**config.mk**
```make
export PLATFORM = sky130hd
export DESIGN_NAME = pifo_root_sched
export DESIGN_NICKNAME = d
export VERILOG_FILES = /design/src/rtl/pifo_pkg.sv /design/src/rtl/pifo_push_fifo.sv /design/src/rtl/pifo_root_sched.sv
export SDC_FILE = /design/constraint.sdc
export NUM_CORES = 1
export LEC_CHECK = 0
export ABC_AREA = 1
export ABC_CLOCK_PERIOD_IN_PS = 3900
export CORE_MARGIN = 5
export CORE_UTILIZATION = 40
export CTS_CLUSTER_DIAMETER = 40
export DETAILED_ROUTE_END_ITERATION = 8
export PLACE_DENSITY_LB_ADDON = 0.05
export SYNTH_ARGS = -nofsm -noshare
export SYNTH_HDL_FRONTEND = slang
export SYNTH_HIERARCHICAL = 1
export SYNTH_SLANG_ARGS = --single-unit
```
**constraint.sdc**
```tcl
create_clock -name i_clk -period 3.9 [get_ports i_clk]
set_clock_uncertainty 0.15 [all_clocks]
set_input_delay 1.17 -clock i_clk [delete_from_list [all_inputs] [get_ports i_clk]]
set_output_delay 1.17 -clock i_clk [all_outputs]
set_load 0.005 [all_outputs]
```
**src/rtl/pifo_pkg.sv**
```systemverilog
// Shared configuration, FSM encoding and push-entry layout for the PIFO root scheduler.
// Every block imports its sizing from here, so this package is the single place to retune the tree.
package pifo_pkg;
    localparam int PTW        = 16;
    localparam int MTW        = 0;
    localparam int LEVEL      = 4;
    localparam int TREE_NUM   = 4;
    localparam int CAP        = 2**LEVEL - 1;
    localparam int FIFO_DEPTH = 4;

    localparam int DW   = MTW + PTW;
    localparam int TIDW = $clog2(TREE_NUM);
    localparam int CNTW = $clog2(CAP + 1);
    localparam int LVLW = $clog2(LEVEL);
    localparam int FAW  = $clog2(FIFO_DEPTH);
    localparam int PCW  = $clog2(FIFO_DEPTH + 1);

    typedef enum logic [0:0] {
        S_ISSUE   = 1'b0,
        S_POPWAIT = 1'b1
    } state_e;

    typedef struct packed {
        logic [TIDW-1:0] tree_id;
        logic [DW-1:0]   data;
    } push_entry_t;

    // Occupancy update with the push applied before the pop in the same cycle.
    function automatic logic [CNTW-1:0] cnt_update(input logic [CNTW-1:0] cnt,
                                                   input logic            inc,
                                                   input logic            dec);
        return cnt + CNTW'(inc) - CNTW'(dec);
    endfunction
endpackage

```
**src/rtl/pifo_push_fifo.sv**
```systemverilog
// Push buffer between host and level-0 node; also counts buffered entries per tree
// so a pending pop can wait for every earlier push to its tree.
module pifo_push_fifo
    import pifo_pkg::*;
(
    input  logic                           i_clk,
    input  logic                           i_arst_n,
    input  logic                           i_wr,
    input  push_entry_t                    i_wr_entry,
    input  logic                           i_rd,
    output push_entry_t                    o_head,
    output logic                           o_full,
    output logic                           o_empty,
    output logic [TREE_NUM-1:0][PCW-1:0]   o_pend_cnt
);
    push_entry_t                  mem_r [FIFO_DEPTH];
    logic [FAW-1:0]               wr_ptr_r;
    logic [FAW-1:0]               rd_ptr_r;
    logic [FAW:0]                 count_r;
    logic [TREE_NUM-1:0][PCW-1:0] pend_cnt_r;
    logic                         wr_en_s;
    logic                         rd_en_s;

    assign o_full     = (count_r == (FAW+1)'(FIFO_DEPTH));
    assign o_empty    = (count_r == '0);
    assign o_head     = mem_r[rd_ptr_r];
    assign o_pend_cnt = pend_cnt_r;
    assign wr_en_s    = i_wr & ~o_full;
    assign rd_en_s    = i_rd & ~o_empty;

    // Entry storage.
    always_ff @(posedge i_clk or negedge i_arst_n) begin
        if (!i_arst_n) begin
            for (int i = 0; i < FIFO_DEPTH; i++) begin
                mem_r[i] <= '0;
            end
        end else if (wr_en_s) begin
            mem_r[wr_ptr_r] <= i_wr_entry;
        end else begin
            mem_r[wr_ptr_r] <= mem_r[wr_ptr_r];
        end
    end

    // Pointers, fill level and per-tree buffered counts.
    always_ff @(posedge i_clk or negedge i_arst_n) begin
        if (!i_arst_n) begin
            wr_ptr_r   <= '0;
            rd_ptr_r   <= '0;
            count_r    <= '0;
            pend_cnt_r <= '0;
        end else begin
            wr_ptr_r <= wr_ptr_r + FAW'(wr_en_s);
            rd_ptr_r <= rd_ptr_r + FAW'(rd_en_s);
            count_r  <= count_r + (FAW+1)'(wr_en_s) - (FAW+1)'(rd_en_s);
            for (int t = 0; t < TREE_NUM; t++) begin
                pend_cnt_r[t] <= pend_cnt_r[t]
                               + PCW'(wr_en_s && (i_wr_entry.tree_id == TIDW'(t)))
                               - PCW'(rd_en_s && (o_head.tree_id == TIDW'(t)));
            end
        end
    end
endmodule

```
**src/rtl/pifo_root_sched.sv**
```systemverilog
// Root scheduler: buffers host pushes, holds one host pop, and serialises both onto the
// level-0 node's single command port, honouring the node's two-cycle pop occupancy.
module pifo_root_sched
    import pifo_pkg::*;
(
    input  logic                  i_clk,
    input  logic                  i_arst_n,
    input  logic                  i_push_req,
    input  logic [DW-1:0]         i_push_data,
    input  logic [TIDW-1:0]       i_push_tree_id,
    output logic                  o_push_ready,
    input  logic                  i_pop_req,
    input  logic [TIDW-1:0]       i_pop_tree_id,
    output logic                  o_pop_ready,
    output logic                  o_pop_valid,
    output logic [DW-1:0]         o_pop_data,
    output logic [TIDW-1:0]       o_pop_tree_id,
    output logic                  o_push,
    output logic                  o_pop,
    output logic [DW-1:0]         o_push_data,
    output logic [TIDW-1:0]       o_tree_id,
    output logic [LVLW-1:0]       o_level,
    output logic [LEVEL-1:0]      o_my_addr,
    input  logic [DW-1:0]         i_pop_data,
    output logic [TREE_NUM-1:0]   o_tree_empty
);
    state_e                        state_r;
    state_e                        state_s;
    logic [TREE_NUM-1:0][CNTW-1:0] resv_cnt_r;
    logic [TREE_NUM-1:0][CNTW-1:0] resv_cnt_s;
    logic [TREE_NUM-1:0]           tree_empty_r;
    logic                          pend_valid_r;
    logic [TIDW-1:0]               pend_tree_r;
    logic                          rr_pop_r;
    logic                          pop_valid_r;
    logic [DW-1:0]                 pop_data_r;
    logic [TIDW-1:0]               pop_tree_r;
    logic                          push_fire_s;
    logic                          pop_fire_s;
    logic                          push_cand_s;
    logic                          pop_cand_s;
    logic                          push_grant_s;
    logic                          pop_grant_s;
    logic [TIDW-1:0]               tree_id_s;
    push_entry_t                   wr_entry_s;
    push_entry_t                   head_s;
    logic                          fifo_full_s;
    logic                          fifo_empty_s;
    logic [TREE_NUM-1:0][PCW-1:0]  pend_cnt_s;

    assign o_push_ready  = ~fifo_full_s & (resv_cnt_r[i_push_tree_id] < CNTW'(CAP));
    assign o_pop_ready   = ~pend_valid_r & (resv_cnt_r[i_pop_tree_id] != '0);
    assign push_fire_s   = i_push_req & o_push_ready;
    assign pop_fire_s    = i_pop_req & o_pop_ready;
    assign wr_entry_s    = '{tree_id: i_push_tree_id, data: i_push_data};

    assign o_push        = push_grant_s;
    assign o_pop         = pop_grant_s;
    assign o_push_data   = push_grant_s ? head_s.data : '0;
    assign o_tree_id     = tree_id_s;
    assign o_level       = '0;
    assign o_my_addr     = '0;
    assign o_pop_valid   = pop_valid_r;
    assign o_pop_data    = pop_data_r;
    assign o_pop_tree_id = pop_tree_r;
    assign o_tree_empty  = tree_empty_r;

    pifo_push_fifo u_push_fifo (
        .i_clk      (i_clk),
        .i_arst_n   (i_arst_n),
        .i_wr       (push_fire_s),
        .i_wr_entry (wr_entry_s),
        .i_rd       (push_grant_s),
        .o_head     (head_s),
        .o_full     (fifo_full_s),
        .o_empty    (fifo_empty_s),
        .o_pend_cnt (pend_cnt_s)
    );

    // Issue arbitration; a pop only competes once no earlier push to its tree is still buffered.
    always_comb begin
        state_s      = state_r;
        push_grant_s = 1'b0;
        pop_grant_s  = 1'b0;
        push_cand_s  = ~fifo_empty_s;
        pop_cand_s   = pend_valid_r & (pend_cnt_s[pend_tree_r] == '0);
        case (state_r)
            S_ISSUE: begin
                if (push_cand_s & pop_cand_s) begin
                    pop_grant_s  = rr_pop_r;
                    push_grant_s = ~rr_pop_r;
                end else begin
                    pop_grant_s  = pop_cand_s;
                    push_grant_s = push_cand_s;
                end
                if (pop_grant_s) begin
                    state_s = S_POPWAIT;
                end else begin
                    state_s = S_ISSUE;
                end
            end
            S_POPWAIT: state_s = S_ISSUE;
            default:   state_s = S_ISSUE;
        endcase
    end

    // Tree id presented with the current node command.
    always_comb begin
        tree_id_s = '0;
        if (push_grant_s) begin
            tree_id_s = head_s.tree_id;
        end else if (pop_grant_s) begin
            tree_id_s = pend_tree_r;
        end else begin
            tree_id_s = '0;
        end
    end

    // Next per-tree reservation counts.
    always_comb begin
        resv_cnt_s = resv_cnt_r;
        for (int t = 0; t < TREE_NUM; t++) begin
            resv_cnt_s[t] = cnt_update(resv_cnt_r[t],
                                       push_fire_s && (i_push_tree_id == TIDW'(t)),
                                       pop_fire_s && (i_pop_tree_id == TIDW'(t)));
        end
    end

    // FSM state, round-robin pointer and the single pending host pop.
    always_ff @(posedge i_clk or negedge i_arst_n) begin
        if (!i_arst_n) begin
            state_r      <= S_ISSUE;
            rr_pop_r     <= 1'b0;
            pend_valid_r <= 1'b0;
            pend_tree_r  <= '0;
        end else begin
            state_r <= state_s;
            if (push_grant_s) begin
                rr_pop_r <= 1'b1;
            end else if (pop_grant_s) begin
                rr_pop_r <= 1'b0;
            end else begin
                rr_pop_r <= rr_pop_r;
            end
            if (pop_fire_s) begin
                pend_valid_r <= 1'b1;
                pend_tree_r  <= i_pop_tree_id;
            end else if (state_r == S_POPWAIT) begin
                pend_valid_r <= 1'b0;
            end else begin
                pend_valid_r <= pend_valid_r;
            end
        end
    end

    // Occupancy counters and the empty flags derived from them.
    always_ff @(posedge i_clk or negedge i_arst_n) begin
        if (!i_arst_n) begin
            resv_cnt_r   <= '0;
            tree_empty_r <= '1;
        end else begin
            resv_cnt_r <= resv_cnt_s;
            for (int t = 0; t < TREE_NUM; t++) begin
                tree_empty_r[t] <= (resv_cnt_s[t] == '0);
            end
        end
    end

    // Capture level-0 pop data during the wait cycle and pulse valid the cycle after.
    always_ff @(posedge i_clk or negedge i_arst_n) begin
        if (!i_arst_n) begin
            pop_valid_r <= 1'b0;
            pop_data_r  <= '0;
            pop_tree_r  <= '0;
        end else begin
            pop_valid_r <= (state_r == S_POPWAIT);
            if (state_r == S_POPWAIT) begin
                pop_data_r <= i_pop_data;
                pop_tree_r <= pend_tree_r;
            end else begin
                pop_data_r <= pop_data_r;
                pop_tree_r <= pop_tree_r;
            end
        end
    end
endmodule

```
# ---- After elaboration in Yosys (flattened, before gate mapping)
# Index checks and enable logic that the tools add are counted.
# Widths: inputs -> output; s select.
dict set report word_totals {
  input_bits 40
  regBits 135
}
dict set report op_classes {
  n_addsub 20
  n_bitwise 15
  muxes 31
  n_eq_ne 10
  reduce_logical 29
  n_lt_le_gt_ge 7
}
# cell count
set op_table {}
lappend op_table {{$bwmux 72} 2}
lappend op_table {{$mux 18} 5}
lappend op_table {{$bmux 18 s2} 2}
lappend op_table {{$mux 72} 1}
lappend op_table {{$demux 18 s2} 1}
lappend op_table {{$logic_and 1x1->1} 17}
lappend op_table {{$add 4x1->4} 4}
lappend op_table {{$bmux 4 s2} 2}
lappend op_table {{$logic_not 4->1} 4}
lappend op_table {{$mux 16} 1}
lappend op_table {{$sub 4x1->4} 4}
lappend op_table {{$add 3x1->3} 5}
lappend op_table {{$sub 3x1->3} 5}
lappend op_table {{$eq 2x2->1 const B} 6}
lappend op_table {{$mux 1} 10}
lappend op_table {{$lt 2x3->1 const B} 3}
lappend op_table {{$and 1x1->1} 8}
lappend op_table {{$mux 4} 2}
lappend op_table {{$bmux 3 s2} 1}
lappend op_table {{$eq 2x1->1 const B} 3}
lappend op_table {{$ge 3x3->1 const B} 2}
lappend op_table {{$logic_not 2->1} 3}
lappend op_table {{$logic_not 3->1} 2}
lappend op_table {{$not 2->3} 2}
lappend op_table {{10 further kinds} 17}

# ---- Longest topological paths before layout
dict set report logic_depth {
  ltp_word 10
  depth_mapped 20
  mapped_depth_nobuf 18
}

# ---- Hierarchy
# Netlist, hierarchy kept.
# mod area_per_inst_um2 cells_each instances
set modules_own_cells {}
lappend modules_own_cells {pifo_push_fifo 5500.3 759 1}
lappend modules_own_cells {pifo_root_sched 2601.2 303 1}

# ---- Worst setup path before layout
# Ideal clock, no wire load.
dict set report synth_timing {
  kind {input to register}
  from {input port i_push_tree_id[1]}
  to {register u_push_fifo.pend_cnt_r, in the netlist u_push_fifo/o_pend_cnt[11]}
  setup_slack_ns 0.200
  required_time_ns 3.671
  setup_ns 0.079
  cell_stages 20
  n_path_buf 2
  t_arrival_ns 3.471
  cell_sequence {nand2_1 > inv_1 > nand2_1 > nand2_1 > nor2_1 > nor2_1 > nand2_2 > nand2_2 > nor2_1 > buf_2 > nand2_1 > buf_4 > inv_1 > nand3_1 > ha_1 > inv_1 > ha_1 > fa_1 > xnor2_1 > xor2_1}
}
dict set report synth_between {
  elab_chain_len 9
  word_cells_on_any_way 10
}
# item line_no
set synth_lines {}
lappend synth_lines {{from (decl)} pifo_root_sched.sv:10} ;# input logic [TIDW-1:0] i_push_tree_id,
lappend synth_lines {{$bmux 4 s2} pifo_root_sched.sv:51} ;# assign o_push_ready = ~fifo_full_s & (resv_cnt_r[i_push_tree_id] < CNTW'(CAP));
lappend synth_lines {{$mux 4 (not written as such)} pifo_root_sched.sv:51}
lappend synth_lines {{$lt 4x4->1} pifo_root_sched.sv:51}
lappend synth_lines {{$and 1x1->1} pifo_root_sched.sv:51}
lappend synth_lines {{$and 1x1->1} pifo_root_sched.sv:53} ;# assign push_fire_s = i_push_req & o_push_ready;
lappend synth_lines {{net push_fire_s} pifo_root_sched.sv:38} ;# logic push_fire_s;
lappend synth_lines {{$and 1x1->1} pifo_push_fifo.sv:28} ;# assign wr_en_s = i_wr & ~o_full;
lappend synth_lines {{$logic_and 1x1->1} pifo_push_fifo.sv:57} ;# + PCW'(wr_en_s && (i_wr_entry.tree_id == TIDW'(t)))
lappend synth_lines {{$add 3x1->3} pifo_push_fifo.sv:57}
lappend synth_lines {{$sub 3x1->3} pifo_push_fifo.sv:58} ;# - PCW'(rd_en_s && (o_head.tree_id == TIDW'(t)));
lappend synth_lines {{to (signal, indexed assignment)} pifo_push_fifo.sv:56} ;# pend_cnt_r[t] <= pend_cnt_r[t]
lappend synth_lines {{to (decl)} pifo_push_fifo.sv:20} ;# logic [TREE_NUM-1:0][PCW-1:0] pend_cnt_r;
# The timed path passes the listed nets, and every way through them passes these cells. The select of a mux whose other input is x is not followed.
# A chain may end at the register's enable or synchronous reset.

# ---- Worst setup path after layout
dict set report layout_timing {
  from {input port i_pop_tree_id[1]}
  to {output port o_pop_ready}
}
dict set report layout_between {
  elab_chain_len 4
}
# item line_no
set layout_lines {}
lappend layout_lines {{from (decl)} pifo_root_sched.sv:13} ;# input logic [TIDW-1:0] i_pop_tree_id,
lappend layout_lines {{$bmux 4 s2} pifo_root_sched.sv:52} ;# assign o_pop_ready = ~pend_valid_r & (resv_cnt_r[i_pop_tree_id] != '0);
lappend layout_lines {{$mux 4 (not written as such)} pifo_root_sched.sv:52}
lappend layout_lines {{$reduce_bool 4->1} pifo_root_sched.sv:52}
lappend layout_lines {{$and 1x1->1} pifo_root_sched.sv:52}
lappend layout_lines {{to (decl)} pifo_root_sched.sv:14} ;# output logic o_pop_ready,
# No other way between the ends. The select of a mux whose other input is x is not followed.

==> reports/summary.log <==
qor: setup_path.worst-setup-path-type in2out
qor: setup_path.worst-endpoint-required 2.58 ns
qor: placement.dpl.hpwl 14000 µm
qor: floorplan.width_of_the_die 152 µm
qor: cells_and_area.finish.cell_count_without_fillers 1428
qor: setup_path.critical_path.reg2reg.endpoint u_push_fifo/o_pend_cnt[11]
qor: detailed_routing.drt_pre_antenna_iters 5
qor: setup_path.critPathCaptureType output pin
qor: floorplan.rows 52
qor: setup_path.timing.rr.start u_push_fifo/count_r[1]
qor: cts.number_of_cts_inserted_buffers 17
qor: floorplan.die-height 152 µm
qor: placement.numPortBuffers 84
qor: detailed_routing.drt_first_iter_violations 505
qor: detailed_routing.wl 22300 µm
qor: power_and_ir_drop.vdd.ir_drop.worst 418 µV
qor: sta.finalCriticalPeriod 3.80 ns
qor: global_route.gr_util_all_layers 0.195
qor: cells_and_area.layout_common_cells 229 x nand2_1, 153 x inv_1, 135 x nor2_1, 131 x dfrtp_1, 91 x nand3_1
qor: sta.max_slew.worst_pin.slew 0.867 ns
qor: min_path.hold_start u_push_fifo/mem_r[25]
qor: logic_synthesis.count_of_synthesis_stage_warnings_from_yosys 6
qor: power_and_ir_drop.cellPowerDensity 914 nW/µm²
qor: cells_and_area.finalInstanceArea 9850 µm²
qor: cells_and_area.layout-area-overhead-vs-synth 21.5%
qor: min_path.worst_hold_path_depth 2
qor: placement.dp_cells 1395
qor: setup_path.worst_ep_arrival_time 2.48 ns
qor: setup_path.reg2reg_depth 16
qor: detailed_routing.drt_drc_violations_left 0
qor: sta.finalHoldWorstSlack 0.344 ns
qor: cells_and_area.final_common_cell nand2_1
qor: placement.gp_congestion 0.839
qor: cts.post_cts_clock_slew_at_the_launch_and_capture_registers_of_the_worst_setup_and_hold_paths 0.06 ns
qor: setup_path.worst_path_max_delay_cell clkdlybuf4s50_1
qor: cells_and_area.filler_cell_count 1971
qor: cts.clkLatencyLatePin 0.43 ns
qor: power_and_ir_drop.fraction_of_power_spent_switching_nets 0.436
qor: min_path.hold_critical_path_endpoint u_push_fifo/mem_r[25]
qor: cells_and_area.drive_above_1_share 0.0993
qor: sta.max_freq 263 MHz
qor: cts.clock_path_buffers 2
qor: cts.cts.sink_count 135
qor: floorplan.core_region_area 20100 µm²
qor: power_and_ir_drop.power_frac_clock 0.188
qor: setup_path.critical_path.startpoint_type input port
qor: sta.final.period_utilization 0.974
qor: global_route.first_global_vias 6801
qor: sta.setup_viol 0
qor: detailed_routing.viasPerCell 4.95
qor: global_route.initial_antenna_violation_count 0
qor: detailed_routing.detailed_route_wire_length_per_cell 15.6 µm
qor: logic_synthesis.seq_area_frac_synth 0.418
qor: detailed_routing.antenna_left 0
qor: job.maxCapViolations 0
qor: power_and_ir_drop.power_frac_comb 0.524
qor: global_route.grt_first_pass_wirelength 36600 µm
qor: floorplan.full_die_area 23200 µm²
qor: logic_synthesis.count_of_distinct_cell_types_in_the_synthesized_netlist 32
qor: setup_path.rrSetupSlack 0.56 ns
qor: detailed_routing.routed-via-count 7067
qor: sta.maxSlewHeadroom 0.420
qor: power_and_ir_drop.fraction_of_power_consumed_by_sequential_logic 0.288
qor: setup_path.crit_family buffers and inverters
qor: logic_synthesis.netlist_area_before_placement 8100 µm²
qor: status.outcome finished, final reports clean
qor: cells_and_area.num_antenna_cells 0
qor: floorplan.ioPinCount 91
qor: logic_synthesis.syn-instance-count 1062
qor: power_and_ir_drop.total_leakage_power 4.77 nW
qor: cells_and_area.regArea 3380 µm²
qor: global_route.grt_start_max_net_pins 74
qor: cts.cts_tree done
qor: cells_and_area.multiInputGateArea 3780 µm²
qor: cts.clk_root_buffer_cell clkbuf_16
qor: power_and_ir_drop.p_int 5.08 mW
qor: setup_path.cp.buffers_inverters 2
qor: sta.hold_viol_final 0
qor: power_and_ir_drop.switching_power 3.92 mW
qor: placement.postPlaceCellArea 9220 µm²
qor: setup_path.cp.depth 6
qor: sta.timing.final.max_slew_violations 0
qor: setup_path.critPathMaxFanout 5
qor: setup_path.worstPathCellList dlygate4sd2_1 -> nor2_1 -> nand2_1 -> nand4_1 -> and2_1 -> clkdlybuf4s50_1
qor: setup_path.critical_path.max_stage_delay 0.50 ns
qor: cts.h-tree-depth 4
qor: global_route.grt_overflow_total 0
qor: floorplan.initial_core_util 0.403
qor: cells_and_area.final_net_count 1220
qor: logic_synthesis.mean_instance_size_in_the_synthesized_netlist 7.63 µm²
qor: min_path.hp-class reg2reg
qor: logic_synthesis.synth.ff_latch_count 135
-- registers in the layout, indices dropped and copies added (netlist names), 2 cells and up --
signal,flops
o_pop_data,16
o_pop_tree_id,2
o_tree_empty,4
pend_tree_r,2
resv_cnt_r,16
u_push_fifo/count_r,3
u_push_fifo/mem_r,72
u_push_fifo/o_pend_cnt,12
u_push_fifo/rd_ptr_r,2
u_push_fifo/wr_ptr_r,2
-- logic make-up (layout without fill, tap and decap cells) --
logic type               count (synthesis)  after routing  share of synthesized area
other                                    1              6                   0.000463
AND/OR/NAND/NOR                        554            554                      0.305
flip-flops                             135            135                      0.418
multiplexers                            16             16                     0.0222
XOR/XNOR                                24             24                     0.0259
buffers and inverters                  223            314                      0.120
AO/OA/AOI/OAI                           74             74                     0.0457
adder cells (fa/ha/maj)                 35             35                     0.0624
-- through the flow --
| step | setup TNS, ns | total power, mW | worst slack [ns] | utilization |
|---|---|---|---|---|
| after floorplan | 0 | 5.68 | 0.200 | - |
| after global placement | -5.76 | 7.33 | -0.375 | 0.459 |
| after detailed placement | -7.83 | 7.39 | -0.409 | 0.459 |
| after CTS | -0.0839 | 9.12 | -0.0839 | 0.489 |
| after global routing | -0.000543 | 9.86 | -0.000543 | 0.490 |
| final | 0 | 9.00 | 0.101 | 0.490 |
-- power by group through the flow --
stage	Clock [mW]	Sequential (mW)	Combinational, mW
after CTS	1.73	2.60	4.79
after global routing	1.79	2.70	5.37
after global placement	0	2.61	4.72
after floorplan	0	2.50	3.19
after detailed placement	0	2.61	4.77
final	1.69	2.59	4.72
-- repair_timing --
action / 4_1_cts / 5_1_grt
pin swaps: 0 / 3
hold buffers: 0 / 0
buffers inserted: 0 / 1
resized for setup: 7 / 2
setup endpoints to repair: 2 / 2
-- worst reg2reg max path, delay by kind of cell (launching register included) --
kind                     cells  cell delay (ns)
flip-flops                   1             0.42
AND/OR/NAND/NOR              6             0.96
XOR/XNOR                     2             0.34
buffers and inverters        4             0.37
AO/OA/AOI/OAI                1             0.28
adder cells (fa/ha/maj)      3             0.74
-- how the worst max path moves through the flow --
| stage | from | end | slack [ns] |
|---|---|---|---|
| 2_1_floorplan | i_push_tree_id[1] | u_push_fifo/o_pend_cnt[11] | 0.20 |
| 3_3_place_gp | i_push_tree_id[0] | o_push_ready | -0.38 |
| 3_5_place_dp | i_push_tree_id[0] | u_push_fifo/o_pend_cnt[11] | -0.41 |
| 4_1_cts | i_push_tree_id[1] | o_push_ready | -0.08 |
| 5_1_grt | i_pop_tree_id[1] | o_pop_ready | -0.0005 |
| 6_report | i_pop_tree_id[1] | o_pop_ready | 0.10 |
-- cells in the mapped netlist (all sizes together) --
library cell  instances  area (µm²)
ha                   26         325
inv                 161         604
nand2               237         910
or3                   1        6.26
clkbuf               10        38.8
clkinv                1        3.75
xnor2                15         131
nor3                  1        5.00
nand4                80         515
buf                  51         329
o21ai                35         175
fa                    9         180
a21oi                39         195
nor2                141         554
dfrtp               131        3280
xor2                  9        78.8
conb                  1        3.75
mux2                 16         180
and2                  1        6.26
dfstp                 4         105
nand3                93         475
-- metal layers --
| metal | vias to the layer above | GRT usage | wire, µm |
|---|---|---|---|
| met1 | 3344 | 0.279 | 10600 |
| met3 | 15 | 0.0406 | 1220 |
| met4 | 0 | 0.0428 | 164 |
| met2 | 173 | 0.306 | 10300 |
| met5 | - | 0 | 0 |
| li1 | 3535 | - | - |
-- area by class of cell --
cell class,count,area share
multi-input cells,709,0.383
well taps,270,0.0343
inverters,162,0.0618
clock inverters,14,0.0179
flip-flops and latches,135,0.344
repair buffers,120,0.114
clock buffers,18,0.0446
Note: power is estimated with default switching activity, not from simulation.
